--- src/rtl/pc_pkg.sv ---
// rtl/pc_pkg.sv - shared run-control state encoding and default PC width for prog_ctr
package pc_pkg;

    typedef enum logic [1:0] {
        IDLE = 2'd0,
        RUN  = 2'd1,
        DONE = 2'd2
    } pc_state_t;

    localparam int PC_W_DEF = 10;

endpackage

--- src/rtl/prog_ctr.sv ---
// rtl/prog_ctr.sv - program counter and IDLE/RUN/DONE run control for the 9-bit CPU
// Optional one-entry call/return link register enabled by defining PC_LINK_EN.
import pc_pkg::*;

module prog_ctr #(
    parameter int PC_W     = PC_W_DEF,
    parameter int PROG_LEN = 1023
) (
    input  logic            CLK,
    input  logic            Reset,
    input  logic            Start,
    input  logic            Halt,
    input  logic            Abs_jump,
    input  logic            Rel_jump,
    input  logic            Branch_cond,
    input  logic [7:0]      Target,
    input  logic            Link,
    input  logic            Ret,
    output logic [PC_W-1:0] PC,
    output logic            Running,
    output logic            Done
);

    localparam logic [PC_W-1:0] LAST = PROG_LEN[PC_W-1:0];

    pc_state_t       state, state_n;
    logic [PC_W-1:0] pc, pc_n;
    logic            jump_taken;
    logic [PC_W-1:0] abs_target;
    logic [PC_W-1:0] rel_target;
    logic [PC_W-1:0] pc_inc;

    // Absolute targets are unsigned table entries; relative ones are signed offsets.
    assign abs_target = {{(PC_W-8){1'b0}}, Target};
    assign rel_target = pc + {{(PC_W-8){Target[7]}}, Target};
    assign pc_inc     = pc + {{(PC_W-1){1'b0}}, 1'b1};
    assign jump_taken = Abs_jump | (Rel_jump & Branch_cond);

`ifdef PC_LINK_EN
    logic [PC_W-1:0] link, link_n;
`else
    logic unused_link_inputs;
    assign unused_link_inputs = Link ^ Ret;
`endif

    always_ff @(posedge CLK or posedge Reset) begin
        if (Reset) begin
            state <= IDLE;
            pc    <= '0;
`ifdef PC_LINK_EN
            link  <= '0;
`endif
        end else begin
            state <= state_n;
            pc    <= pc_n;
`ifdef PC_LINK_EN
            link  <= link_n;
`endif
        end
    end

    always_comb begin
        state_n = state;
        pc_n    = pc;
`ifdef PC_LINK_EN
        link_n  = link;
`endif
        case (state)
            IDLE: begin
                pc_n = '0;
                if (Start) state_n = RUN;
            end
            RUN: begin
                if (Halt) begin
                    state_n = DONE;
`ifdef PC_LINK_EN
                end else if (Ret) begin
                    pc_n = link;
`endif
                end else if ((pc == LAST) && !jump_taken) begin
                    state_n = DONE;
                end else if (Abs_jump) begin
                    pc_n = abs_target;
`ifdef PC_LINK_EN
                    if (Link) link_n = pc_inc;
`endif
                end else if (Rel_jump && Branch_cond) begin
                    pc_n = rel_target;
                end else begin
                    pc_n = pc_inc;
                end
            end
            DONE: begin
                if (Start) begin
                    state_n = RUN;
                    pc_n    = '0;
                end
            end
            default: begin
                state_n = IDLE;
                pc_n    = '0;
            end
        endcase
    end

    assign PC      = pc;
    assign Running = (state == RUN);
    assign Done    = (state == DONE);

endmodule

--- config.mk ---
export PLATFORM = sky130hd
export DESIGN_NAME = prog_ctr
export DESIGN_NICKNAME = d
export VERILOG_FILES = /design/src/rtl/pc_pkg.sv /design/src/rtl/prog_ctr.sv
export SDC_FILE = /design/constraint.sdc
export NUM_CORES = 1
export LEC_CHECK = 0
export CAP_MARGIN = 20
export CORE_MARGIN = 10
export CORE_UTILIZATION = 50
export DETAILED_ROUTE_END_ITERATION = 12
export GPL_ROUTABILITY_DRIVEN = 0
export GPL_TIMING_DRIVEN = 0
export PLACE_DENSITY = 0.84
export SYNTH_ARGS = -nofsm -noshare
export SYNTH_HDL_FRONTEND = slang
export SYNTH_SLANG_ARGS = --single-unit
--- constraint.sdc ---
create_clock -name CLK -period 4.4 [get_ports CLK]
set_input_delay 0.66 -clock CLK [delete_from_list [all_inputs] [get_ports CLK]]
set_output_delay 0.66 -clock CLK [all_outputs]
set_load 0.01 [all_outputs]
# Yosys cells after proc, flatten, opt, wreduce, memory -nomap -nowiden
# Index checks and enable logic that the tools add are counted.
totals:
  regBits: 12
  output_inout_bits: 12
  wordCells: 31
classes:
  add_sub_neg: 2
  eq_ne: 8
  muxes: 10
  n_bitwise: 2
  n_reduce_logical: 7
op_table:
  columns: ["operator", "count"]
  rows:
  - ["$mux W10", 5]
  - ["$pmux W10 S2", 1]
  - ["$add A10 B1 Y10 const B", 1]
  - ["$add A10 B10 Y10", 1]
  - ["$eq A10 B10 Y1 const B", 1]
  - ["$mux W2", 3]
  - ["$ne A2 B2 Y1 const B", 3]
  - ["$pmux W2 S2", 1]
  - ["$ne A3 B2 Y1 const B", 1]
  - ["$reduce_and A3 Y1", 1]
  - ["$eq A2 B1 Y1 const B", 1]
  - ["$eq A2 B2 Y1 const B", 1]
  - ["$logic_and A1 B1 Y1", 2]
  - ["$logic_not A2 Y1", 1]
  - ["$ne A2 B1 Y1 const B", 1]
  - ["$reduce_and A2 Y1", 1]
  - ["$reduce_or A2 Y1", 1]
  - ["$and A1 B1 Y1", 1]
  - ["$logic_not A1 Y1", 1]
  - ["$or A1 B1 Y1", 1]

# Longest topological paths before layout
depth:
  ltp_word: 7
  depth_mapped: 9
  ltp_nobuf: 9

# Worst setup path before layout
# Ideal clock, no wire load.
synth_path:
  path_kind: "in2reg"
  from: "input port Target[0]"
  to: "register pc[8], in the netlist PC[8]"
  t_arrival_ns: 2.251
  required_ns: 4.279
  slack_ns: 2.028
  stages: 9
  n_path_buf: 0
  cell_sequence: "nand3b_1 > ha_1 > fa_1 > a21oi_1 > o22ai_1 > nor2_1 > o21ai_0 > xor2_1 > a22o_1"
synth_via:
  elab_chain_len: 6
synth_rtl:
  columns: ["item", "line", "text"]
  rows:
  - ["start, declared", "prog_ctr.sv:16", "input logic [7:0] Target,"]
  - ["$add A10 B10 Y10", "prog_ctr.sv:35", "assign rel_target = pc + {{(PC_W-8){Target[7]}}, Target};"]
  - ["$mux W10", "prog_ctr.sv:87", "end else if (Rel_jump && Branch_cond) begin"]
  - ["$mux W10", "prog_ctr.sv:82", "end else if (Abs_jump) begin"]
  - ["$mux W10", "prog_ctr.sv:80", "end else if ((pc == LAST) && !jump_taken) begin"]
  - ["$mux W10", "prog_ctr.sv:74", "if (Halt) begin"]
  - ["$pmux W10 S2", "prog_ctr.sv:68", "case (state)"]
  - ["end signal, assigned", "prog_ctr.sv:55", "pc <= pc_n;"]
  - ["end, declared", "prog_ctr.sv:27", "logic [PC_W-1:0] pc, pc_n;"]
# Every way passes these cells. The select of a mux whose other input is x is not followed.
# A chain may end at the register's enable or synchronous reset.

# Worst setup path after layout
layout_path:
  from: "input port Rel_jump"
  to: "register pc[8], in the netlist PC[8]"
layout_via:
  elab_chain_len: 6
  elab_cells_between_ends: 12
layout_rtl:
  columns: ["item", "line", "text"]
  rows:
  - ["start, declared", "prog_ctr.sv:14", "input logic Rel_jump,"]
  - ["$logic_and A1 B1 Y1 or $and A1 B1 Y1 (tied branches)", "prog_ctr.sv:87, prog_ctr.sv:37", null]
  - ["$mux W10 or $or A1 B1 Y1 (tied branches)", "prog_ctr.sv:87, prog_ctr.sv:37", null]
  - ["$mux W10 or $logic_not A1 Y1 (tied branches)", "prog_ctr.sv:82, prog_ctr.sv:80", null]
  - ["$mux W10 or $logic_and A1 B1 Y1 (tied branches)", "prog_ctr.sv:80", null]
  - ["$mux W10 or $ne A2 B2 Y1 (tied branches)", null, null]
  - ["$pmux W10 S2 or $reduce_and A3 Y1 (tied branches)", null, null]
# Several ways; a longest one is shown, not always the timed one. The select of a mux whose other input is x is not followed.

==> results.sh <==
export IMPL_outcome="finished, final reports clean"
export IMPL_r2r_cells=8
export IMPL_die_height_um=65.1
export IMPL_postSynthNetCount=146
export IMPL_r2r_start="PC[0]"
export IMPL_synthesis_area_um2=1010
export IMPL_max_cap_violations=0
export IMPL_post_cts_resized_instances=0
export IMPL_yosys_top_cells_area="dfrtp_1 (30%), ha_1 (11%), xnor2_1 (5.2%), a21oi_1 (4.4%), nand2_1 (4.4%)"
export IMPL_clock_skew_ps=1.52
export IMPL_worst_setup_path_startpoint="Rel_jump"
export IMPL_setup_total_negative_slack_ps=0
export IMPL_number_of_antenna_violations_at_the_first_check_in_global_routing=0
export IMPL_timing_final_setup_violations=0
export IMPL_drt_antenna_violating_nets=0
export IMPL_timing_max_slew_rel_slack=0.641
export IMPL_synth_sequential_area_ratio=0.296
export IMPL_timing_hold_worst_path_depth=1
export IMPL_cts_setup_buffers=0
export IMPL_maximum_number_of_pins_on_one_net_before_global_route_repair=13
export IMPL_synth_top_family_by_area="simple AND/OR/NAND/NOR gates"
export IMPL_dr_pass1_iters=4
export IMPL_area_share_of_fa_ha_maj_cells_after_synthesis=0.131
export IMPL_synth_compound_gate_area_share=0.199
export IMPL_core_um2=1940
export IMPL_holdCritStartpoint="state[0]"
export IMPL_worst_r2r_setup_slack_ps=2170
export IMPL_holdBufCountCts=0
export IMPL_slew_violations=0
export IMPL_synth_simple_gate_area_share=0.239
export IMPL_worst_slew_pin_slew_ps=538
export IMPL_route_vias_total=1007
export IMPL_design_die_area_um2=4230
export IMPL_grt_usage=0.126
export IMPL_cts_path_max_buffers=2
export IMPL_tritoncts_num_sinks=12
export IMPL_timing_hold_ws_ps=499
export IMPL_placement_io_buffers=26
export IMPL_synth_distinct_cells=39
export IMPL_pre_cts_ws_ps=1170
export IMPL_design_power_total_w=0.000375
export IMPL_synth_xor_area_share=0.0604
export IMPL_yosys_mux_area_fraction=0.0395
export IMPL_ant_cells=0
export IMPL_synth_flop_cell="dfrtp_1"
export IMPL_synthToLayoutAreaGrowth_pct=32.6
export IMPL_floorplan_row_count=16
export IMPL_setup_worst_path_class="in2reg"
export IMPL_worst_ep_arrival_time_ps=3160
export IMPL_die_x_um=65.1
export IMPL_cts_made_buffers=3
export IMPL_finalNetCount=177
export IMPL_setup_worst_path_start_class="input pin"
export IMPL_vdd_drop_max_mv=0.138
export IMPL_root_buffer="clkbuf_4"
export IMPL_min_delay_path_class="reg2reg"
export IMPL_post_route_period_util=0.679
export IMPL_synth_yosys_warnings=0
export IMPL_total_leakage_power_nw=0.600
export IMPL_cts_tree="done"
export IMPL_clkSlewWorstSetupHoldPaths_ps=80
export IMPL_synth_top_area_cell="dfrtp_1"
export IMPL_p_per_area_nw_per_um2=279
export IMPL_synth_enable_flop_cells=0
export IMPL_regToRegEndpoint="PC[8]"
export IMPL_routed_wirelength_um=2720
export IMPL_setup_repair_after_global_routing_missed_its_margin="false"
export IMPL_fmax_mhz=335
export IMPL_dp_final_hpwl_um=2160
export IMPL_avgViaCountPerCell=5.72
export IMPL_post_route_cells_drive_above_1_share=0.0738
export IMPL_initial_utilization=0.523
export IMPL_critical_path_required_ps=4580
export IMPL_report_final_hold_viol_count=0
export IMPL_post_route_drc_count=0
export IMPL_postSynthAreaPerCell_um2=8.53
export IMPL_post_synth_inst_count=119
export IMPL_initialDrtViolationCount=34
export IMPL_synth_top_cell_area_share=0.296
export IMPL_vias_in_the_first_global_route=986
export IMPL_post_route_min_period_ps=2990
export IMPL_grt_pass1_wl_um=4400
export IMPL_count_of_pins_on_the_block_boundary=29
export IMPL_holdPathEnd="state[0]"
export IMPL_fin_ws_ps=1410
export IMPL_h_tree_depth=1
export IMPL_yosys_register_bits=12
export IMPL_wire_per_inst_um=15.4
export IMPL_overflow=0
export IMPL_critPathCaptureType="flip-flop"
export IMPL_clk_latency_ps=280
export IMPL_synth_async_reset_ratio=1.00
export IMPL_fill_cells=167
export IMPL_critPathMaxFanout=9
==> worst max path at each step <==
stage	endpoint	slack, ps	cells past startpoint
after CTS	PC[8]	1430	10
after detailed placement	PC[8]	1170	10
after global routing	PC[8]	1280	10
final	PC[8]	1410	10
after global placement	PC[8]	1200	10
after floorplan	PC[8]	2030	9
==> area by class of cell <==
class	instances	area [um^2]	share of cell area
multi-input cells	98	678	0.504
flip-flops and latches	12	300	0.223
repair buffers	26	260	0.193
clock buffers	4	36.3	0.0270
well taps	27	33.8	0.0251
inverters	6	22.5	0.0167
plain buffers	3	13.8	0.0102
==> kinds of logic (layout without fill, tap and decap cells) <==
family                   count (synthesis)  count (layout)
AND/OR/NAND/NOR                         46              46
multiplexers                             4               4
buffers and inverters                    9              39
adder cells (fa/ha/maj)                 10              10
XOR/XNOR                                 7               7
AO/OA/AOI/OAI                           31              31
flip-flops                              12              12
==> state kept, by name (all words and copies together) (netlist names) <==
signal,cells
PC,10
state,2
==> cell usage after synthesis (2+ instances only) <==
library cell,count
o21ai_1,3
ha_1,9
dfrtp_1,12
mux2i_1,4
and3_1,6
o31ai_1,2
buf_2,2
nor2b_1,2
xnor2_1,6
a21oi_1,9
nand2_1,12
nor2_1,11
nand3b_1,2
nand3_1,4
o21ai_0,6
inv_1,6
==> per-stage QoR <==
step	instances	util	area [um^2]
final	176	0.693	1350
after global routing	176	0.693	1350
after CTS	176	0.693	1350
after detailed placement	172	0.674	1310
after global placement	172	0.674	1310
after floorplan	119	-	1010
==> cell usage in the layout (no fill, tap or decap), drive strengths merged, types with 4 or more instances in the layout <==
cell type,Yosys,final
inv,6,6
mux2i,4,4
clkdlybuf4s50,0,26
xnor2,6,6
nor2,11,11
nand2,13,13
nand3,4,4
dfrtp,12,12
and3,7,7
a21oi,10,10
o21ai,9,9
clkbuf,1,5
ha,9,9
==> worst max-delay path: stages <==
cell and delay, ps:
clkdlybuf4s50_1 670, nand3b_1 140, ha_1 240, fa_1 420
a21oi_1 230, o22ai_1 130, nor2_1 180, o21ai_0 140
xor2_1 160, a22o_1 200
==> where the power goes <==
| group | switching [W] | internal (W) |
|---|---|---|
| logic | 0.0000708 | 0.0000726 |
| clock network | 0.0000408 | 0.0000504 |
| registers | 0.0000157 | 0.000124 |
| total | 0.000127 | 0.000247 |
==> metal layers <==
layer / up-vias / wire, um / GRT usage
li1: 488 / - / -
met1: 492 / 1140 / 0.145
met2: 22 / 1390 / 0.219
met3: 5 / 127 / 0.0189
met4: 0 / 57 / 0.0642
met5: - / 0 / 0
Note: power is estimated with default switching activity, not from simulation.
